==> config.mk <==
export PLATFORM = sky130hd
export DESIGN_NAME = fetch_ctrl
export DESIGN_NICKNAME = d
export VERILOG_FILES = /design/src/rtl/fetch_ctrl.sv
export SDC_FILE = /design/constraint.sdc
export NUM_CORES = 1
export LEC_CHECK = 0
export CELL_PAD_IN_SITES_DETAIL_PLACEMENT = 0
export CELL_PAD_IN_SITES_GLOBAL_PLACEMENT = 1
export CORE_MARGIN = 4
export CORE_UTILIZATION = 31
export DETAILED_ROUTE_END_ITERATION = 6
export GPL_TIMING_DRIVEN = 0
export PLACE_DENSITY_LB_ADDON = 0.1
export SETUP_SLACK_MARGIN = 0.4
export SYNTH_ARGS = -nofsm -noshare
export SYNTH_HDL_FRONTEND = slang
export SYNTH_SLANG_ARGS = --single-unit
export TNS_END_PERCENT = 30
==> constraint.sdc <==
create_clock -name CLK -period 5.5 [get_ports CLK]
set_input_delay 0.55 -clock CLK [delete_from_list [all_inputs] [get_ports CLK]]
set_output_delay 0.55 -clock CLK [all_outputs]
set_load 0.01 [all_outputs]
==> src/rtl/fetch_ctrl.sv <==
// Instruction fetch sequencer: drives the PC register, requests words from a
// variable-latency instruction memory and holds the result in a one-entry IF/ID slot.
//
// Handshakes: the IM access is a valid/ready pair where IMReq is valid and IMAck is
// ready; a word transfers only in a cycle where both are 1. The IF/ID slot is a
// valid/ready pair where InstrValid is valid and ~DecStall is ready; the slot is
// consumed at an edge where both are 1.
module fetch_ctrl #(
    parameter logic [31:0] RESET_PC = 32'h3000,
    parameter logic [31:0] EXC_PC   = 32'h4180,
    parameter int          TIMEOUT  = 8
) (
    input  logic        CLK,
    input  logic        Reset,
    input  logic [31:0] PC,
    output logic [31:0] NPC,
    output logic        Stall,
    output logic        IMReq,
    output logic [9:0]  IMaddr,
    input  logic        IMAck,
    input  logic [31:0] IMData,
    input  logic        DecStall,
    input  logic        RedirectValid,
    input  logic [31:0] RedirectTarget,
    input  logic        ExcReq,
    output logic [31:0] Instr,
    output logic [31:0] InstrPC,
    output logic        InstrValid,
    output logic        FetchErr,
    output logic [1:0]  dbg_state
);

    localparam logic [1:0] ST_IDLE = 2'd0;
    localparam logic [1:0] ST_REQ  = 2'd1;
    localparam logic [1:0] ST_ERR  = 2'd2;

    localparam int            CW      = $clog2(TIMEOUT);
    localparam logic [CW-1:0] CNT_MAX = CW'(TIMEOUT - 1);

    // The external PC register resets to RESET_PC, so it must be a word address.
    if (RESET_PC[1:0] != 2'b00 || TIMEOUT < 2) begin : g_param_check
        $error("fetch_ctrl: RESET_PC must be word aligned and TIMEOUT >= 2");
    end

    logic [1:0]    state;
    logic [CW-1:0] wait_cnt;
    logic          flush;
    logic          ack_take;
    logic          slot_consumed;

    assign dbg_state     = state;
    assign IMaddr        = PC[11:2];
    assign flush         = ExcReq | RedirectValid;
    assign slot_consumed = InstrValid & ~DecStall;

    always_comb begin
        IMReq    = (state == ST_REQ) & ~(InstrValid & DecStall);
        ack_take = IMReq & IMAck & ~flush;
        Stall    = 1'b1;
        NPC      = PC + 32'd4;
        if (ExcReq) begin
            Stall = 1'b0;
            NPC   = EXC_PC;
        end else if (RedirectValid) begin
            Stall = 1'b0;
            NPC   = RedirectTarget;
        end else if (ack_take) begin
            Stall = 1'b0;
        end
    end

    always_ff @(posedge CLK or posedge Reset) begin
        if (Reset) begin
            state      <= ST_IDLE;
            wait_cnt   <= '0;
            Instr      <= '0;
            InstrPC    <= '0;
            InstrValid <= 1'b0;
            FetchErr   <= 1'b0;
        end else if (flush) begin
            state      <= ST_REQ;
            wait_cnt   <= '0;
            InstrValid <= 1'b0;
            FetchErr   <= 1'b0;
        end else begin
            if (state == ST_IDLE) begin
                state <= ST_REQ;
            end
            if (ack_take) begin
                Instr      <= IMData;
                InstrPC    <= PC;
                InstrValid <= 1'b1;
                wait_cnt   <= '0;
            end else begin
                if (slot_consumed) begin
                    InstrValid <= 1'b0;
                end
                // Back-pressure drops IMReq and abandons the access, so the wait restarts.
                if (IMReq) begin
                    if (wait_cnt == CNT_MAX) begin
                        state    <= ST_ERR;
                        FetchErr <= 1'b1;
                        wait_cnt <= '0;
                    end else begin
                        wait_cnt <= wait_cnt + 1'b1;
                    end
                end else begin
                    wait_cnt <= '0;
                end
            end
        end
    end

endmodule

# Word-level counts from Yosys, hierarchy flattened
# Cells that the tools add are included.
# classes
n_div	0
shifts	0
n_mux	21
eq_ne	3
mul	0
addsub	2
n_bitwise	9
n_lt_le_gt_ge	0
n_reduce_logical	6
# ops
op	n
$mux 32	2
$add 32x3->32 const B	1
$mux 3	4
$mux 1	10
$mux 2	5
$and 1x1->1	5
$reduce_bool 2->1	2
$add 3x1->3 const B	1
$eq 3x3->1 const B	1
$not 1->1	3
$reduce_and 3->1	1
$reduce_bool 3->1	1
$eq 2x1->1 const B	1
$logic_not 2->1	1
$ne 2x2->1 const B	1
$reduce_and 2->1	1
$or 1x1->1	1
# totals
romBits	0
register_bits	71
input_bits	102
ram_bits	0
latch_bits	0
mem_count	0
word_cells	47

# Logic depth before layout (Yosys ltp)
# Gate-level depths: netlist of run 1.
# logic_depth
ltp_word	8
ltp_mapped	7
ltp_nobuf	5

# Worst setup path after synthesis of run 1
# Ideal clock, no wire load.
# synth_path
path_kind	in2out
startpoint	input port PC[2]
endpoint	output port NPC[30]
t_arrival_ps	2192
slack_ps	2758
required_ps	4950
path_stages	5
cell_sequence	ha_1 nand4_1 nor4_1 a311oi_1 a2111oi_0
# synth_via
elab_chain_cells	3
# synth_rtl
element	line_no	source
from (decl)	15	input logic [31:0] PC,
$add 32x3->32	60	NPC = PC + 32'd4;
$mux 32	64	end else if (RedirectValid) begin
$mux 32	61	if (ExcReq) begin
to (decl)	16	output logic [31:0] NPC,
# No other way between the ends.

# Final worst setup path of run 1
# Same ends and word-level chain as after synthesis.

==> impl_metrics.csv, run 1 <==
group,metric,value,unit
run_status,status,"finished, final reports clean",
power,power.leakage,2.62,nW
yosys,syn_area_per_cell,10.6,sq um
sta,period_share,77.0,%
grt,grt_max_degree,72,
finish,final_layout_size_suffix_gt1_share,16.9,%
sta,tightestPinTransition,0.870,ns
yosys,synth_fp_nets,476,
yosys,synth.distinct_cells,48,
sta,max_clock_freq,0.236,GHz
finish,seq_area,1780,sq um
clocking,cts_buffer_depth,2,
detailed_routing,dr.pass1.iters,4,
worst_setup_path,required,4.95,ns
floorplan,core,12200,sq um
grt,grt_pass1_vias,3937,
floorplan,start_util,32.3,%
yosys,synthCells,371,
finish,multiInputGateArea,1940,sq um
worst_setup_path,cp_top_family,"buffers and inverters",
grt,antenna_found_initial,0,
yosys,async_flop_share,100,%
detailed_routing,drc,0,
worst_setup_path,path_cells,"clkdlybuf4s50_1, ha_1, nand4_1, nor4_1, a311oi_1, a2111oi_0, clkdlybuf4s50_1",
worst_setup_path,r2r_slack,3.49,ns
yosys,ys_seq_area_share,45.1,%
clocking,clkLatencyLatePin,0.33,ns
run,drv_cap,0,
grt,grt_usage,18.2,%
sta,slew_headroom,42.0,%
clocking,htree_levels,3,
sta,period_minus_slack,4.23,ns
sta,rsz0062_at_grt,"no",
worst_setup_path,worstPathArrival,3.68,ns
worst_setup_path,path_class,"in2out",
clocking,root_buffer,"clkbuf_16",
hold_path,hold_class,"reg2reg",
floorplan,row_count,40,
clocking,cts_buffers,9,
clocking,ctsResizeCount,0,
detailed_routing,routed_wl,13400,um
sta,fin_tns_setup,0,ns
clocking,clkTransAtPathRegs,0.06,ns
grt,grt-ovfl-total,0,
yosys,synth-main-ff-cell,"dfrtp_1",
finish,antennaDiodeCount,0,
finish,syn_to_final_growth,67.0,%
worst_setup_path,slowest_delay,0.68,ns
detailed_routing,wl_per_cell,17.5,um
clocking,cts_hold_buf,0,
place,io_buffers,209,
worst_setup_path,cp-end-kind,"output pin",
floorplan,io_pins,214,
sta,drv_slew,0,
place,hpwl,10700,um
clocking,cts_setup_buffers,0,
power,p_per_area,287,nW/um^2
sta,finalHoldViolCount,0,
worst_setup_path,startpoint_type,"primary input",
detailed_routing,drt_iter0_markers,237,
sta,setup_violations,0,
yosys,netlist_area,3940,sq um
clocking,cts_tree,"done",
worst_setup_path,path_buf_inv,2,
grt,grt_pass1_wl,20900,um
sta,finalClockSkew,0.00583,ns
finish,fillers,1147,
worst_setup_path,crit_path_frequent_cell,"clkdlybuf4s50_1",
floorplan,die_w,121,um
power,peakVddDrop,243,uV
detailed_routing,num_vias,3701,
worst_setup_path,cp_max_fo,7,
detailed_routing,via_per_inst,4.84,
yosys,yosys_register_bits,71,
yosys,ys_warn_count,0,
worst_setup_path,slowest_stage,"clkdlybuf4s50_1",
yosys,synth_edf_count,0,
place,gp_congestion,0.818,
detailed_routing,ant_nets,0,
clocking,cts_sinks,71,
power,finalPower,1.89,mW
floorplan,die-area,14600,sq um
floorplan,die_h,121,um
finish,layout.nets,696,
-- metal layers --
metal / routed length [um] / part of all wire, % / vias to the layer above / global-route usage, %
met5: 0 / 0 / - / 0
met3: 1360 / 10 / 8 / 7.39
li1: - / - / 1802 / -
met1: 5530 / 41 / 1751 / 22.1
met4: 108 / 0.81 / 0 / 4.04
met2: 6370 / 48 / 140 / 30.4
-- through the flow --
| stage | worst slack [ns] | utilization [%] | instance area [sq um] | hold slack (ns) | std cells |
|---|---|---|---|---|---|
| after floorplan | 2.76 | - | 3940 | 0.414 | 371 |
| after global placement | 1.26 | 51.1 | 6240 | 0.422 | 748 |
| after detailed placement | 1.25 | 51.2 | 6250 | 0.431 | 748 |
| after CTS | 1.26 | 53.9 | 6590 | 0.439 | 764 |
| after global routing | 1.04 | 53.9 | 6590 | 0.470 | 764 |
| final | 1.27 | 53.9 | 6590 | 0.433 | 764 |
-- synth_stat cells, types with 2 or more instances --
master	instances	area share, %
xor2_1	4	0.89
nand3_1	11	1.4
o21a_1	2	0.38
buf_4	11	2.1
and2_1	5	0.79
a2111oi_0	2	0.44
clkbuf_1	12	1.1
nor4_1	7	1.1
a311oi_1	9	2.0
nor2b_1	4	0.63
or3_1	3	0.48
nor4bb_1	2	0.51
mux2i_1	3	0.76
and4_1	3	0.67
nor3b_1	2	0.38
or2_2	2	0.32
a41o_1	2	0.51
nand2_1	18	1.7
o21ai_0	6	0.76
ha_1	3	0.95
a211oi_1	12	2.3
nor3_1	11	1.4
mux2_2	60	17
and3_1	5	0.79
or4_1	4	0.76
o21bai_1	3	0.57
buf_6	3	0.86
buf_2	4	0.51
nand4_1	12	1.9
xnor2_1	8	1.8
nand2b_1	2	0.32
a21oi_1	9	1.1
nor2_1	32	3.0
o31ai_1	4	0.76
inv_1	8	0.76
dfrtp_1	71	45
-- cell type report --
cell class | instances | share of cell area [%]
timing repair buffer | 209 | 31.8
multi-input combinational | 260 | 29.4
inverter | 8 | 0.494
buffer | 32 | 3.02
sequential | 71 | 27.0
clock inverter | 6 | 1.65
tap | 168 | 3.19
clock buffer | 10 | 3.48
-- layout by cell type, fill, tap and decap left out, drive strengths merged, types with 4 or more instances in the layout --
cell type	netlist	layout
and3	5	5
nand4	13	13
a21oi	9	9
a211oi	12	12
inv	8	8
a311oi	9	9
and2	5	5
nor3	11	11
nand2	18	18
nor2	32	32
dfrtp	71	71
o21ai	6	6
nor4	7	7
nor2b	4	4
o31ai	4	4
buf	19	19
xnor2	8	8
clkdlybuf4s50	0	209
nand3	11	11
xor2	4	4
or4	4	4
mux2	60	60
or3	4	4
clkbuf	13	23
-- power by group --
group          switching (mW)  internal (mW)
Clock                   0.210          0.442
Sequential             0.0448          0.617
Combinational           0.224          0.350
Total                   0.479           1.41
-- final timing paths --
kind,startpoint,to,depth (start not counted)
worst max-delay path,PC[2],NPC[30],7
worst min-delay path,wait_cnt[0],wait_cnt[0],1
worst max register to register,dbg_state[0],Instr[13],5
worst min register to register,wait_cnt[0],wait_cnt[0],1
max in group asynchronous,Reset,FetchErr,2
min in group asynchronous,Reset,Instr[12],2
-- logic make-up (layout without fill, tap and decap cells) --
logic type                 after synthesis  in the layout  synth area share [%]
AOI/OAI and AO/OA                       54             54                  10.0
xor gates and xnor gates                12             12                  2.67
adders and majority gates                3              3                 0.952
buffers and inverters                   40            265                  5.81
DFF                                     71             71                  45.1
muxes                                   63             63                  17.9
and+or+nand+nor                        128            128                  17.6
-- sequential cells by signal (all words and copies together) (netlist names) --
register / count
FetchErr: 1
Instr: 32
InstrPC: 32
InstrValid: 1
dbg_state: 2
wait_cnt: 3
Power figures use the tool's default switching activity.
==> run 2: changes to the inputs <==
--- a/config.mk
+++ b/config.mk
@@ -8,7 +8,7 @@
 export CELL_PAD_IN_SITES_DETAIL_PLACEMENT = 0
 export CELL_PAD_IN_SITES_GLOBAL_PLACEMENT = 1
 export CORE_MARGIN = 4
-export CORE_UTILIZATION = 31
+export CORE_UTILIZATION = 26
 export DETAILED_ROUTE_END_ITERATION = 6
 export GPL_TIMING_DRIVEN = 0
 export PLACE_DENSITY_LB_ADDON = 0.1
==> constraint.sdc (replaced) <==
create_clock -name CLK -period 3.85 [get_ports CLK]
set_input_delay 0.385 -clock CLK [delete_from_list [all_inputs] [get_ports CLK]]
set_output_delay 0.385 -clock CLK [all_outputs]
set_load 0.01 [all_outputs]
==> impl_metrics.csv, run 2 (same netlist as run 1, synthesis figures left out) <==
group,metric,value,unit
clocking,cts_sinks,71,
detailed_routing,routed_wl,14000,um
finish,final_layout_size_suffix_gt1_share,18.8,%
power,peakVddDrop,337,uV
worst_setup_path,startpoint_type,"primary input",
floorplan,core,14700,sq um
worst_setup_path,path_class,"in2out",
power,finalPower,2.74,mW
place,gp_congestion,0.806,
floorplan,die_w,131,um
place,io_buffers,209,
worst_setup_path,worstPathArrival,3.00,ns
worst_setup_path,cp_max_fo,10,
finish,fin_cells,784,
sta,max_clock_freq,0.295,GHz
grt,grt-ovfl-total,0,
clocking,cts_buffer_depth,2,
place,dp_slack,-0.145,ns
run_status,status,"finished, final reports clean",
sta,setup_slack,0.466,ns
grt,grt_max_degree,67,
grt,antenna_found_initial,0,
worst_setup_path,cp-end-kind,"output pin",
floorplan,die-area,17200,sq um
clocking,cts_hold_buf,0,
sta,setup_violations,0,
sta,tightestPinTransition,0.703,ns
power,p_per_area,408,nW/um^2
run,drv_cap,0,
sta,slew_headroom,53.1,%
floorplan,die_h,131,um
finish,final_area,6720,sq um
finish,fin_util,45.7,%
place,hpwl,11100,um
sta,drv_slew,0,
grt,grt_usage,16.1,%
clocking,clkLatencyLatePin,0.33,ns
detailed_routing,wl_per_cell,17.8,um
finish,layout.nets,700,
detailed_routing,num_vias,3710,
finish,layout_commonest_cell,"clkdlybuf4s50_1",
floorplan,start_util,26.8,%
worst_setup_path,endpoint,"NPC[19]",
finish,antennaDiodeCount,0,
grt,grt_pass1_wl,22300,um
worst_setup_path,r2r-end,"Instr[13]",
clocking,cts_tree,"done",
worst_setup_path,ff2ff_path_depth,5,
hold_path,hold_class,"in2async",
floorplan,row_count,44,
detailed_routing,drt_iter0_markers,108,
sta,rsz0062_at_grt,"yes",
detailed_routing,dr.pass1.iters,4,
sta,whs,0.284,ns
grt,grt_pass1_vias,3922,
worst_setup_path,cp-startpoint,"PC[12]",
place,placed_cells,765,
place,place_area,6290,sq um
detailed_routing,ant_nets,0,
detailed_routing,via_per_inst,4.73,
worst_setup_path,r2r_slack,1.85,ns
finish,biggestRegsByFlops,"InstrPC x32, Instr x32, wait_cnt x3",
clocking,htree_levels,3,
floorplan,io_pins,214,
finish,final_cell_mix,"clkdlybuf4s50_1, dfrtp_1, mux2_2",
power,power.leakage,2.69,nW
finish,syn_to_final_growth,70.5,%
worst_setup_path,rr_startpoint,"dbg_state[0]",
clocking,root_buffer,"clkbuf_16",
sta,finalHoldViolCount,0,
clocking,clkTransAtPathRegs,0.05,ns
detailed_routing,drc,0,
worst_setup_path,required,3.46,ns
sta,period_share,87.9,%
clocking,cts_buffers,9,
sta,fin_tns_setup,0,ns
sta,period_minus_slack,3.38,ns
sta,finalClockSkew,0.00377,ns
-- run 2: routing by layer --
layer	vias up	track usage, %	share of wire [%]
li1	1809	-	-
met1	1748	20.5	44
met2	141	26.3	47
met3	12	4.97	8.2
met4	0	4.90	1.3
met5	-	0	0
-- run 2: critical path, stage by stage --
cell and delay [ns]:
clkdlybuf4s50_1 0.59, nand4_4 0.21, or2_4 0.33, buf_6 0.14
or4_1 0.47, a311oi_1 0.29, clkdlybuf4s50_1 0.59
-- run 2: how the worst min path moves through the flow --
stage	cells after the start	startpoint	to	slack, ns
after floorplan	1	wait_cnt[0]	wait_cnt[0]	0.41
after global placement	1	wait_cnt[0]	wait_cnt[0]	0.42
after detailed placement	1	wait_cnt[0]	wait_cnt[0]	0.43
after CTS	2	Reset	Instr[25]	0.27
after global routing	2	Reset	Instr[25]	0.28
final	2	Reset	Instr[25]	0.28
-- run 2: power by group --
| group | switching, mW | leakage (nW) | internal, mW |
|---|---|---|---|
| Sequential | 0.0648 | 0.852 | 0.882 |
| Combinational | 0.325 | 1.66 | 0.503 |
| Clock | 0.298 | 0.176 | 0.667 |
-- run 2: cell type report --
cell class                 count  area (sq um)
fill                        1412          7980
timing repair buffer         213          2140
inverter                       8          32.5
multi-input combinational    260          1980
sequential                    71          1780
clock inverter                 5           104
buffer                        32           199
tap                          184           230
clock buffer                  11           253
-- run 2: timing repair --
item,4_1_cts,5_1_grt
setup endpoints to repair,9,8
pin swaps,1,1
setup buffers,2,1
gates resized for setup,10,4
==> run 3: changes to the inputs <==
--- a/config.mk
+++ b/config.mk
@@ -7,11 +7,11 @@
 export LEC_CHECK = 0
 export CELL_PAD_IN_SITES_DETAIL_PLACEMENT = 0
 export CELL_PAD_IN_SITES_GLOBAL_PLACEMENT = 1
-export CORE_MARGIN = 4
 export CORE_UTILIZATION = 26
 export DETAILED_ROUTE_END_ITERATION = 6
 export GPL_TIMING_DRIVEN = 0
 export PLACE_DENSITY_LB_ADDON = 0.1
+export RECOVER_POWER = 100
 export SETUP_SLACK_MARGIN = 0.4
 export SYNTH_ARGS = -nofsm -noshare
 export SYNTH_HDL_FRONTEND = slang
==> impl_metrics.csv, run 3 (same netlist as run 1, synthesis figures left out) <==
group,metric,value,unit
run_status,status,"finished, violations left",
run_status,violations,"DRC",
sta,setup_violations,0,
clocking,clkTransAtPathRegs,0.06,ns
grt,antenna_found_initial,0,
clocking,root_buffer,"clkbuf_16",
worst_setup_path,startpoint_type,"primary input",
worst_setup_path,slowest_delay,0.66,ns
worst_setup_path,path_buf_inv,4,
floorplan,start_util,26.9,%
clocking,cts_buffers,9,
finish,final_cell_mix,"dlygate4sd3_1, clkdlybuf4s50_1, dfrtp_1",
run,drv_cap,0,
floorplan,row_count,44,
worst_setup_path,cp-end-kind,"output pin",
detailed_routing,dr.pass1.iters,7,
worst_setup_path,cp_max_fo,10,
detailed_routing,drt_iter0_markers,162,
sta,finalHoldViolCount,0,
sta,max_clock_freq,0.284,GHz
floorplan,die_w,125,um
sta,drv_slew,0,
worst_setup_path,slowest_stage,"dlygate4sd3_1",
finish,layout.nets,700,
worst_setup_path,worstPathArrival,3.14,ns
power,p_per_area,403,nW/um^2
place,io_buffers,209,
finish,final_layout_size_suffix_gt1_share,18.3,%
floorplan,die-area,15700,sq um
worst_setup_path,crit_path_frequent_cell,"dlygate4sd3_1",
worst_setup_path,path_class,"in2out",
clocking,cts_sinks,71,
sta,tightestPinTransition,1.32,ns
floorplan,die_h,125,um
sta,whs,0.398,ns
finish,antennaDiodeCount,0,
finish,seq_area,1780,sq um
clocking,cts_buffer_depth,2,
worst_setup_path,required,3.46,ns
place,gp_congestion,0.808,
worst_setup_path,path_cells,"dlygate4sd3_1, nand4_1, buf_4, or2_4, buf_6, or3_1, a2111oi_1, dlygate4sd3_1",
grt,grt_pass1_wl,21700,um
clocking,cts_tree,"done",
detailed_routing,routed_wl,13800,um
detailed_routing,via_per_inst,4.71,
clocking,cts_hold_buf,0,
sta,finalClockSkew,0.00578,ns
grt,grt-ovfl-total,0,
power,finalPower,2.68,mW
floorplan,core,14600,sq um
hold_path,hold_class,"in2reg",
grt,grt_max_degree,50,
place,hpwl,10800,um
finish,fin_util,45.4,%
finish,fillers,1406,
detailed_routing,num_vias,3696,
floorplan,io_pins,214,
finish,multiInputGateArea,1990,sq um
detailed_routing,ant_nets,0,
sta,setup_slack,0.326,ns
sta,rsz0062_at_grt,"yes",
finish,layout_commonest_cell,"dlygate4sd3_1",
grt,grt_usage,18.1,%
power,power.leakage,2.72,nW
detailed_routing,wl_per_cell,17.6,um
grt,grt_pass1_vias,3816,
sta,period_minus_slack,3.52,ns
place,dp_slack,-0.198,ns
sta,period_share,91.5,%
sta,slew_headroom,11.9,%
finish,syn_to_final_growth,68.8,%
finish,biggestRegsByFlops,"InstrPC x32, Instr x32, wait_cnt x3",
sta,fin_tns_setup,0,ns
power,peakVddDrop,240,uV
detailed_routing,drc,20,
worst_setup_path,cp_top_family,"buffers and inverters",
clocking,clkLatencyLatePin,0.33,ns
clocking,htree_levels,3,
## run 3: cell count changes in the layout (fill, tap and decap cells not counted), moves of 2 or more
cell and change:
clkdlybuf4s50_1 -105, dlygate4sd3_1 +102, clkbuf_1 +10, and2_0 +3, and2_1 -3, buf_2 -2, dlygate4sd2_1 -2, dlymetal6s2s_1 -2
## run 3: what timing repair did
item	4_1_cts	5_1_grt
gates resized for setup	9	11
buffers inserted	1	2
pin swaps	4	1
endpoints found under the setup margin	9	13
## run 3: layer usage
layer / wire length, um / GRT usage, % / part of all wire (%)
met1: 6020 / 22.7 / 44
met2: 6730 / 30.4 / 49
met3: 908 / 4.32 / 6.6
met4: 159 / 6.03 / 1.2
met5: 0 / 0 / 0
## run 3: worst register-to-register path, stage by stage, from the launching register on
cell and delay (ns):
dfrtp_1 0.39, nor2b_1 0.15, nand4_1 0.28, clkbuf_1 0.49, clkbuf_1 0.40, mux2_2 0.38
## run 3: worst paths after layout
check / endpoint / slack (ns) / cells past startpoint / startpoint
worst max register to register: Instr[13] / 1.64 / 5 / dbg_state[0]
worst max-delay path: NPC[21] / 0.33 / 8 / PC[15]
max in group asynchronous: InstrPC[15] / 1.42 / 3 / Reset
worst min register to register: wait_cnt[0] / 0.45 / 1 / wait_cnt[0]
worst min-delay path: InstrValid / 0.40 / 3 / ExcReq
min in group asynchronous: Instr[2] / 0.67 / 2 / Reset
## run 3: power breakdown
group          internal, mW  total, mW  switching, mW
combinational         0.437      0.757          0.321
clock                 0.655      0.983          0.328
sequential            0.882      0.942         0.0605
## run 3: cell type report
class / instances / area share [%]
multi-input combinational: 260 / 29.9
timing repair buffer: 213 / 31.2
clock buffer: 10 / 3.59
buffer: 32 / 2.95
inverter: 8 / 0.470
sequential: 71 / 26.7
tap: 184 / 3.46
clock inverter: 6 / 1.75
## run 3: through the flow
stage | cells | area (sq um)
2_1_floorplan | 371 | 3940
3_3_place_gp | 764 | 6260
3_5_place_dp | 765 | 6290
4_1_cts | 782 | 6690
5_1_grt | 784 | 6650
6_report | 784 | 6650
